==> config.mk <==
export PLATFORM = sky130hd
export DESIGN_NAME = ag_tcu_wmma_sequencer
export DESIGN_NICKNAME = d
export VERILOG_FILES = /design/src/rtl/ag_tcu_wmma_sequencer.sv
export SDC_FILE = /design/constraint.sdc
export NUM_CORES = 1
export LEC_CHECK = 0
export ABC_AREA = 1
export CAP_MARGIN = 25
export CORE_ASPECT_RATIO = 1.5
export CORE_MARGIN = 2
export CORE_UTILIZATION = 40
export CTS_BUF_LIST = sky130_fd_sc_hd__clkbuf_4
export CTS_CLUSTER_DIAMETER = 60
export DETAILED_ROUTE_END_ITERATION = 6
export PLACE_DENSITY = 0.85
export SLEW_MARGIN = 20
export SYNTH_ARGS = -nofsm -noshare
export SYNTH_HDL_FRONTEND = slang
export SYNTH_SLANG_ARGS = --single-unit
==> constraint.sdc <==
create_clock -name clk -period 3.9 [get_ports clk]
set_input_delay 1.17 -clock clk [delete_from_list [all_inputs] [get_ports clk]]
set_output_delay 1.17 -clock clk [all_outputs]
set_load 0.005 [all_outputs]
==> src/rtl/ag_tcu_wmma_sequencer.sv <==
// ag_tcu_wmma_sequencer
//   Expands one accepted AG-TCU WMMA instruction into M_STEPS*N_STEPS*KC
//   micro-ops, ordered with k innermost, then n, then m. Each uop carries
//   the A, B and C/D register indices for its (m, n, k) step.
//   Illegal formats are rejected with a one-cycle err_valid pulse.
//
// Ports
//   clk, reset         clock, synchronous active-high reset
//   in_valid/in_ready  instruction handshake from the dispatch buffer
//   in_wid, in_tag     warp id and opaque tag, latched at accept
//   in_fmt_s/in_fmt_d  source/destination format ids
//   in_k_cnt           K steps to issue (0 or >K_STEPS selects K_STEPS)
//   out_valid/ready    uop handshake to the dot-product datapath
//   out_wid..out_fmt_d latched instruction fields
//   out_step_m/n/k     current step indices
//   out_ra/rb/rc       register indices for this step
//   out_last_k         final k for this (m,n): D writeback
//   out_last           final uop of the instruction
//   err_valid/err_wid  illegal-format pulse and offending warp
//   busy               instruction in flight
module ag_tcu_wmma_sequencer #(
  parameter int M_STEPS  = 4,
  parameter int N_STEPS  = 4,
  parameter int K_STEPS  = 4,
  parameter int RA_BASE  = 0,
  parameter int RB_BASE  = 16,
  parameter int RC_BASE  = 32,
  parameter int REG_BITS = 6,
  parameter int WID_BITS = 2,
  parameter int TAG_BITS = 8
) (
  input  logic                        clk,
  input  logic                        reset,
  input  logic                        in_valid,
  output logic                        in_ready,
  input  logic [WID_BITS-1:0]         in_wid,
  input  logic [TAG_BITS-1:0]         in_tag,
  input  logic [3:0]                  in_fmt_s,
  input  logic [3:0]                  in_fmt_d,
  input  logic [$clog2(K_STEPS):0]    in_k_cnt,
  output logic                        out_valid,
  input  logic                        out_ready,
  output logic [WID_BITS-1:0]         out_wid,
  output logic [TAG_BITS-1:0]         out_tag,
  output logic [3:0]                  out_fmt_s,
  output logic [3:0]                  out_fmt_d,
  output logic [$clog2(M_STEPS)-1:0]  out_step_m,
  output logic [$clog2(N_STEPS)-1:0]  out_step_n,
  output logic [$clog2(K_STEPS)-1:0]  out_step_k,
  output logic [REG_BITS-1:0]         out_ra,
  output logic [REG_BITS-1:0]         out_rb,
  output logic [REG_BITS-1:0]         out_rc,
  output logic                        out_last_k,
  output logic                        out_last,
  output logic                        err_valid,
  output logic [WID_BITS-1:0]         err_wid,
  output logic                        busy
);

  localparam int MW = $clog2(M_STEPS);
  localparam int NW = $clog2(N_STEPS);
  localparam int KB = $clog2(K_STEPS);
  localparam int KW = KB + 1;

  typedef enum logic {IDLE, RUN} state_t;

  state_t                r_state, w_state_nx;
  logic [MW-1:0]         r_m, w_m_nx;
  logic [NW-1:0]         r_n, w_n_nx;
  logic [KB-1:0]         r_k, w_k_nx;
  logic [KW-1:0]         r_kc;
  logic [WID_BITS-1:0]   r_wid;
  logic [TAG_BITS-1:0]   r_tag;
  logic [3:0]            r_fmt_s;
  logic [3:0]            r_fmt_d;
  logic                  r_err_valid;
  logic [WID_BITS-1:0]   r_err_wid;

  logic                  w_valid;
  logic                  w_fire;
  logic                  w_accept;
  logic                  w_legal;
  logic [KW-1:0]         w_kc;
  logic                  w_last_k;
  logic                  w_n_last;
  logic                  w_m_last;
  logic                  w_last;
  logic [REG_BITS-1:0]   w_ra;
  logic [REG_BITS-1:0]   w_rb;
  logic [REG_BITS-1:0]   w_rc;

  assign w_valid  = (r_state == RUN);
  assign w_fire   = w_valid && out_ready;
  assign w_legal  = (in_fmt_s inside {4'd9, 4'd10, 4'd11, 4'd12}) && (in_fmt_d == 4'd8);
  assign w_kc     = (in_k_cnt == '0 || in_k_cnt > KW'(K_STEPS)) ? KW'(K_STEPS) : in_k_cnt;

  assign w_last_k = ({1'b0, r_k} + KW'(1) == r_kc);
  assign w_n_last = (r_n == NW'(N_STEPS - 1));
  assign w_m_last = (r_m == MW'(M_STEPS - 1));
  assign w_last   = w_last_k && w_n_last && w_m_last;

  // Strides use K_STEPS rather than KC so short-K issue keeps the layout.
  assign w_ra = REG_BITS'(RA_BASE + int'(r_m) * K_STEPS + int'(r_k));
  assign w_rb = REG_BITS'(RB_BASE + int'(r_n) * K_STEPS + int'(r_k));
  assign w_rc = REG_BITS'(RC_BASE + int'(r_m) * N_STEPS + int'(r_n));

  assign in_ready = (r_state == IDLE) || (w_valid && w_last && out_ready);
  assign w_accept = in_valid && in_ready;

  always_comb begin
    w_state_nx = r_state;
    w_m_nx     = r_m;
    w_n_nx     = r_n;
    w_k_nx     = r_k;
    if (w_fire) begin
      if (w_last_k) begin
        w_k_nx = '0;
        if (w_n_last) begin
          w_n_nx = '0;
          if (w_m_last) begin
            w_m_nx     = '0;
            w_state_nx = IDLE;
          end else begin
            w_m_nx = r_m + 1'b1;
          end
        end else begin
          w_n_nx = r_n + 1'b1;
        end
      end else begin
        w_k_nx = r_k + 1'b1;
      end
    end
    // A legal accept overrides the end-of-instruction return to IDLE,
    // giving zero-bubble back-to-back issue.
    if (w_accept && w_legal) begin
      w_state_nx = RUN;
      w_m_nx     = '0;
      w_n_nx     = '0;
      w_k_nx     = '0;
    end
  end

  always_ff @(posedge clk) begin
    if (reset) begin
      r_state     <= IDLE;
      r_m         <= '0;
      r_n         <= '0;
      r_k         <= '0;
      r_kc        <= '0;
      r_wid       <= '0;
      r_tag       <= '0;
      r_fmt_s     <= '0;
      r_fmt_d     <= '0;
      r_err_valid <= 1'b0;
      r_err_wid   <= '0;
    end else begin
      r_state     <= w_state_nx;
      r_m         <= w_m_nx;
      r_n         <= w_n_nx;
      r_k         <= w_k_nx;
      r_err_valid <= w_accept && !w_legal;
      if (w_accept && !w_legal) begin
        r_err_wid <= in_wid;
      end
      if (w_accept && w_legal) begin
        r_kc    <= w_kc;
        r_wid   <= in_wid;
        r_tag   <= in_tag;
        r_fmt_s <= in_fmt_s;
        r_fmt_d <= in_fmt_d;
      end
    end
  end

  assign out_valid  = w_valid;
  assign out_wid    = r_wid;
  assign out_tag    = r_tag;
  assign out_fmt_s  = r_fmt_s;
  assign out_fmt_d  = r_fmt_d;
  assign out_step_m = w_valid ? r_m : '0;
  assign out_step_n = w_valid ? r_n : '0;
  assign out_step_k = w_valid ? r_k : '0;
  assign out_ra     = w_valid ? w_ra : '0;
  assign out_rb     = w_valid ? w_rb : '0;
  assign out_rc     = w_valid ? w_rc : '0;
  assign out_last_k = w_valid && w_last_k;
  assign out_last   = w_valid && w_last;
  assign err_valid  = r_err_valid;
  assign err_wid    = r_err_wid;
  assign busy       = w_valid;

endmodule

==> results of run 1 <==
==> through the flow <==
step / util (%) / hold WS, ns / std cells / area [um^2] / setup slack (ns)
after global routing: 56.7 / 0.462 / 371 / 2380 / 0.0183
after detailed placement: 55.4 / 0.430 / 363 / 2330 / 0.147
after floorplan: - / 0.433 / 274 / 1760 / 1.00
final: 56.7 / 0.442 / 371 / 2380 / 0.152
after CTS: 56.7 / 0.445 / 371 / 2380 / 0.139
after global placement: 55.4 / 0.428 / 363 / 2330 / 0.146
==> where the power goes <==
group / switching [mW] / internal [mW] / total [mW]
Sequential: 0.00198 / 0.320 / 0.322
Combinational: 0.0278 / 0.0369 / 0.0647
Clock: 0.0999 / 0.0736 / 0.174
==> state kept, by name (all words and copies together) (netlist names) <==
register,cells
busy,1
out_wid,2
err_wid,2
out_fmt_s,4
r_k,2
r_m,2
out_fmt_d,4
err_valid,1
r_n,2
r_kc,3
out_tag,8
==> worst register-to-register path: stages, from the launching register on <==
cell and delay [ns]:
dfxtp_1 0.42, ha_1 0.28, xor2_1 0.15, nor2_2 0.14, nand4_1 0.11, nand2_2 0.11, buf_4 0.25, nand3_4 0.27
nand2_1 0.27, a21oi_1 0.07
==> cell families after synthesis <==
logic type      count (synthesis)
compound gates                  8
simple gates                  126
buf+inv                        99
fa+ha+maj                       4
xor+xnor                        2
flops                          31
other cells                     1
==> per-layer routing <==
metal  track usage [%]  part of all wire (%)  up-vias
met5                 0                     0        -
met4              5.07                   1.4        0
met3              5.79                   7.4        4
met2              28.5                    53       51
met1              14.8                    38      694
li1                  -                     -      874
==> layout make-up <==
type	instances	share of cell area, %
flip-flops and latches	31	26.0
repair buffers	72	30.0
multi-input cells	144	28.3
well taps	46	2.41
inverters	70	11.0
clock inverters	2	0.315
clock buffers	6	1.89
==> worst max path at each step <==
stage,start,endpoint,slack [ns],depth (start not counted)
after floorplan,out_ready,in_ready,1.00,5
after global placement,out_ready,in_ready,0.15,6
after detailed placement,out_ready,in_ready,0.15,6
after CTS,out_ready,in_ready,0.14,6
after global routing,out_ready,in_ready,0.02,6
final,out_ready,in_ready,0.15,6
==> layout by cell type (no fill, tap or decap) <==
master           instances
a22oi_1                  1
nand2_1                 69
or2_2                    1
nor2_1                  30
a21oi_1                  6
ha_1                     4
clkinv_1                 3
nor2_2                   2
clkbuf_4                 6
conb_1                   4
o21ai_0                  1
xor2_1                   2
nand2_2                  1
buf_4                    2
nor4_1                   1
inv_2                    5
and3_1                   1
nand3_4                  1
nand3_1                  1
clkdlybuf4s50_1         70
dfxtp_1                 31
inv_1                   64
nand4_1                 19
==> impl_metrics.toml, run 1 <==
[finish]
antennaDiodeCount = 0
drive_above_1_share_pct = 5.54
fill_cells = 424
seq_area_um2 = 621
multi_input_area_um2 = 676
nets = 353
area_growth_pct = 36.2

[worst_setup_path]
slowest_stage = "clkdlybuf4s50_1"
worstSetupStartpointType = "input port"
worstPathRequired_ns = 2.73
crit_buf_inv = 3
rr_worst_depth = 9
setup.worst_path.class = "input port to primary output"
cpLargestDelayFamily = "buffers and inverters"
reg2reg_slack_ns = 1.73
end_kind = "primary output"
path_max_fanout = 4
worstPathCellList = "clkdlybuf4s50_1 -> nand2_1 -> inv_1 -> nand4_1 -> nand2_2 -> clkdlybuf4s50_1"
rr_endpoint = "r_m[1]"
critPathArrivalTime_ns = 2.58
cpPeakStageDelay_ns = 0.51
timing.rr.start = "r_k[0]"
crit_path_frequent_cell = "clkdlybuf4s50_1"

[timing]
tns_ns = 0
slew_viol_final = 0
finalCritPeriodShare_pct = 96.1
finalCriticalPeriod_ns = 3.75
setup_violations = 0
rsz0062_at_grt = "false"
hold_viol_final = 0
clock_skew_ns = 0.00887
worst_pin_slew_ns = 0.584
relSlewSlack_pct = 61.0
timing.fmax_mhz = 267

[clock_tree]
clock_latency_ns = 0.32
h-tree-depth = 2
postCtsSetupBuffers = 0
cts_max_path_buffers = 2
clockRootBuffer = "clkbuf_4"
tritoncts = "done"
cts_resized = 0
clkTransAtPathRegs_ns = 0.09
holdBufCountCts = 0
cts_buffers = 5
clkSinkCount = 31

[grt]
grt_max_degree = 24
grt.total_usage_pct = 15.2
grt_pass1_wl_um = 5950
grt_pass1_vias = 1460
grt-ovfl-total = 0
antenna_found_initial = 0

[die]
rows = 29
die_area_um2 = 4930
die_y_um = 85.0
die_x_um = 58.0
ios = 75
core_area_um2 = 4210
start_util_pct = 41.6

[logic_synthesis]
synthMuxAreaShare_pct = 0
async_flop_share_pct = 0
synth_area_leaders = "dfxtp_1, nand2_1, inv_1"
synth_ff_type = "dfxtp_1"
synth_edf_count = 0
synth_top_cells_by_count = "nand2_1, inv_1, dfxtp_1"
yosysMostFrequentCell = "nand2_1"
synth_top_area_cell = "dfxtp_1"
synth.avg_cell_area_um2 = 6.46
synth.cell_area_um2 = 1750
synth-compound-area-share_pct = 2.43
ys_seq_area_share_pct = 35.5
syn-instance-count = 271
netlist.area_leader.share_pct = 35.5
synth-simple-area-share_pct = 31.5
synth-warning-count = 0
ys_types = 25
synthAdderAreaFrac_pct = 2.86
synth_xor_area_share_pct = 1.00
synth_top_family_by_area = "simple AND/OR/NAND/NOR gates"
synth.ff_latch_count = 31

[route]
drc = 0
drt-total-wl_um = 3410
drtIter0Drc = 15
dr.pass1.iters = 4
vias = 1623
ant_nets = 0
viasPerCell = 4.37
detail_route.wl_per_cell_um = 9.18

[power_and_ir_drop]
irDropWorstVdd_mv = 0.267
power_mw = 0.560
power.density_nw_per_um2 = 235
leakagePower_nw = 1.14

[placement]
portBuffers = 70
place_hpwl_um = 2640
place.gp.congestion = 0.752

[outcome]
status = "completed"

[run]
max_cap_viol_count = 0

[worst_hold_path]
min_from = "out_fmt_d[2]"
hold_path_depth = 2
hp-class = "register to register"
min_to = "out_fmt_d[2]"
Note: power is estimated with default switching activity, not from simulation.
==> inputs of run 2 (changes only) <==
--- a/config.mk
+++ b/config.mk
@@ -7,7 +7,7 @@
 export LEC_CHECK = 0
 export ABC_AREA = 1
 export CAP_MARGIN = 25
-export CORE_ASPECT_RATIO = 1.5
+export CORE_ASPECT_RATIO = 1.4
 export CORE_MARGIN = 2
 export CORE_UTILIZATION = 40
 export CTS_BUF_LIST = sky130_fd_sc_hd__clkbuf_4
==> run 2 against run 1 <==
Critical path depth did not move. Worst hold slack improved by 0.00077 ns. Sequential cell count did not move. Total power fell by 1.8%. Non-clock buffer count rose by 1. Die area barely moved. Clock power fell by 6%. Via count rose by 1.5%. Register-to-register slack got worse by 0.06 ns. Core utilization rose by 0.068 points. Critical path type unchanged. Largest cell class unchanged.
==> impl_metrics.toml, run 2 (synthesis gave the netlist of run 1 again) <==
[power_and_ir_drop]
power_frac_clock_pct = 29.6
leakagePower_nw = 1.14
power.density_nw_per_um2 = 231
power_mw = 0.550
internal-power_mw = 0.421
power_frac_comb_pct = 11.8
irDropWorstVdd_mv = 0.164
netSwitchingFraction_pct = 23.5
sequentialPowerShare_pct = 58.5
netSwitchingPower_mw = 0.129

[timing]
setup_violations = 0
clock_skew_ns = 0.0112
finalCritPeriodShare_pct = 95.3
hold_viol_final = 0
slew_viol_final = 0
relSlewSlack_pct = 62.0
tns_ns = 0
timing.fmax_mhz = 269
rsz0062_at_grt = "false"
finalCriticalPeriod_ns = 3.72
worst_pin_slew_ns = 0.569

[finish]
fill_cells = 429
final_cell_mix = "clkdlybuf4s50_1, nand2_1, inv_1"
final_common_cell = "clkdlybuf4s50_1"
drive_above_1_share_pct = 5.85
largest_register_ffs = 8
multi_input_area_um2 = 676
seq_area_um2 = 621
area_growth_pct = 36.2
nets = 354
antennaDiodeCount = 0

[clock_tree]
cts_resized = 0
cts_buffers = 5
clock_latency_ns = 0.32
postCtsSetupBuffers = 0
clockRootBuffer = "clkbuf_4"
holdBufCountCts = 0
clkTransAtPathRegs_ns = 0.09
cts_max_path_buffers = 2
tritoncts = "done"
clkSinkCount = 31
h-tree-depth = 2

[worst_setup_path]
worstPathRequired_ns = 2.73
path_max_fanout = 2
setup.worst_path.class = "input port to primary output"
end_kind = "primary output"
cpPeakStageDelay_ns = 0.51
worstSetupStartpointType = "input port"
crit_path_frequent_cell = "clkdlybuf4s50_1"
worstPathCellList = "clkdlybuf4s50_1 -> nand2_1 -> inv_1 -> nand4_1 -> nand2_2 -> clkdlybuf4s50_1"
critPathArrivalTime_ns = 2.55
slowest_stage = "clkdlybuf4s50_1"

[grt]
grt-ovfl-total = 0
grt.total_usage_pct = 15.4
antenna_found_initial = 0
grt_max_degree = 24
grt_pass1_vias = 1419
grt_pass1_wl_um = 5870

[die]
core_area_um2 = 4200
die_x_um = 59.9
die_area_um2 = 4930
die_y_um = 82.3
ios = 75
start_util_pct = 41.6
rows = 28

[route]
viasPerCell = 4.45
detail_route.wl_per_cell_um = 9.51
drc = 0
dr.pass1.iters = 2
drtIter0Drc = 27
vias = 1647
drt-total-wl_um = 3520
ant_nets = 0

[placement]
portBuffers = 70
place.gp.congestion = 0.772
place_hpwl_um = 2740

[run]
max_cap_viol_count = 0

[outcome]
status = "completed"

[worst_hold_path]
hp-class = "register to register"
-- run 2: cell types whose count changed in the layout (fill, tap and decap cells not counted) --
cell,delta
buf_4,+1
clkbuf_4,-1
clkinv_1,-1
clkinv_2,+1
-- run 2: final cells by class --
type | count | area share [%]
clock inverters | 2 | 0.367
flip-flops and latches | 31 | 26.0
clock buffers | 5 | 1.57
multi-input cells | 144 | 28.3
inverters | 70 | 11.0
well taps | 45 | 2.36
repair buffers | 73 | 30.3
-- run 2: final timing paths --
check / from / end / slack [ns] / cells past startpoint
setup / recovery: out_ready / in_ready / 0.18 / 6
setup reg to reg: r_k[0] / r_m[0] / 1.67 / 9
hold reg to reg: out_fmt_d[1] / out_fmt_d[1] / 0.44 / 2
hold / removal: out_fmt_d[1] / out_fmt_d[1] / 0.44 / 2
-- run 2: stage by stage --
| step | hold slack (ns) | setup WS, ns | std cells | util [%] | cell area [um^2] |
|---|---|---|---|---|---|
| finish | 0.443 | 0.182 | 370 | 56.7 | 2380 |
| floorplan | 0.433 | 1.00 | 274 | - | 1760 |
| detailed placement | 0.431 | 0.207 | 363 | 55.6 | 2340 |
| global route | 0.465 | 0.0783 | 370 | 56.7 | 2380 |
| CTS | 0.446 | 0.192 | 370 | 56.7 | 2380 |
| global placement | 0.430 | 0.191 | 363 | 55.6 | 2340 |
-- run 2: critical path: cells and delay by family --
kind                   cells  cell delay [ns]
and+or+nand+nor            3             0.32
buffers and inverters      3             1.07
-- run 2: power by group through the flow --
stage / sequential, mW / combinational, mW / clock, mW
2_1_floorplan: 0.330 / 0.0306 / 0
3_3_place_gp: 0.329 / 0.0641 / 0
3_5_place_dp: 0.330 / 0.0656 / 0
4_1_cts: 0.322 / 0.0658 / 0.170
5_1_grt: 0.323 / 0.0742 / 0.185
6_report: 0.322 / 0.0650 / 0.163
-- run 2: routing by layer --
layer,global-route usage (%),wire length (um),up-vias
li1,-,-,876
met1,17.2,1460,711
met2,27.7,1790,55
met3,4.52,232,5
met4,4.67,40,0
met5,0,0,-
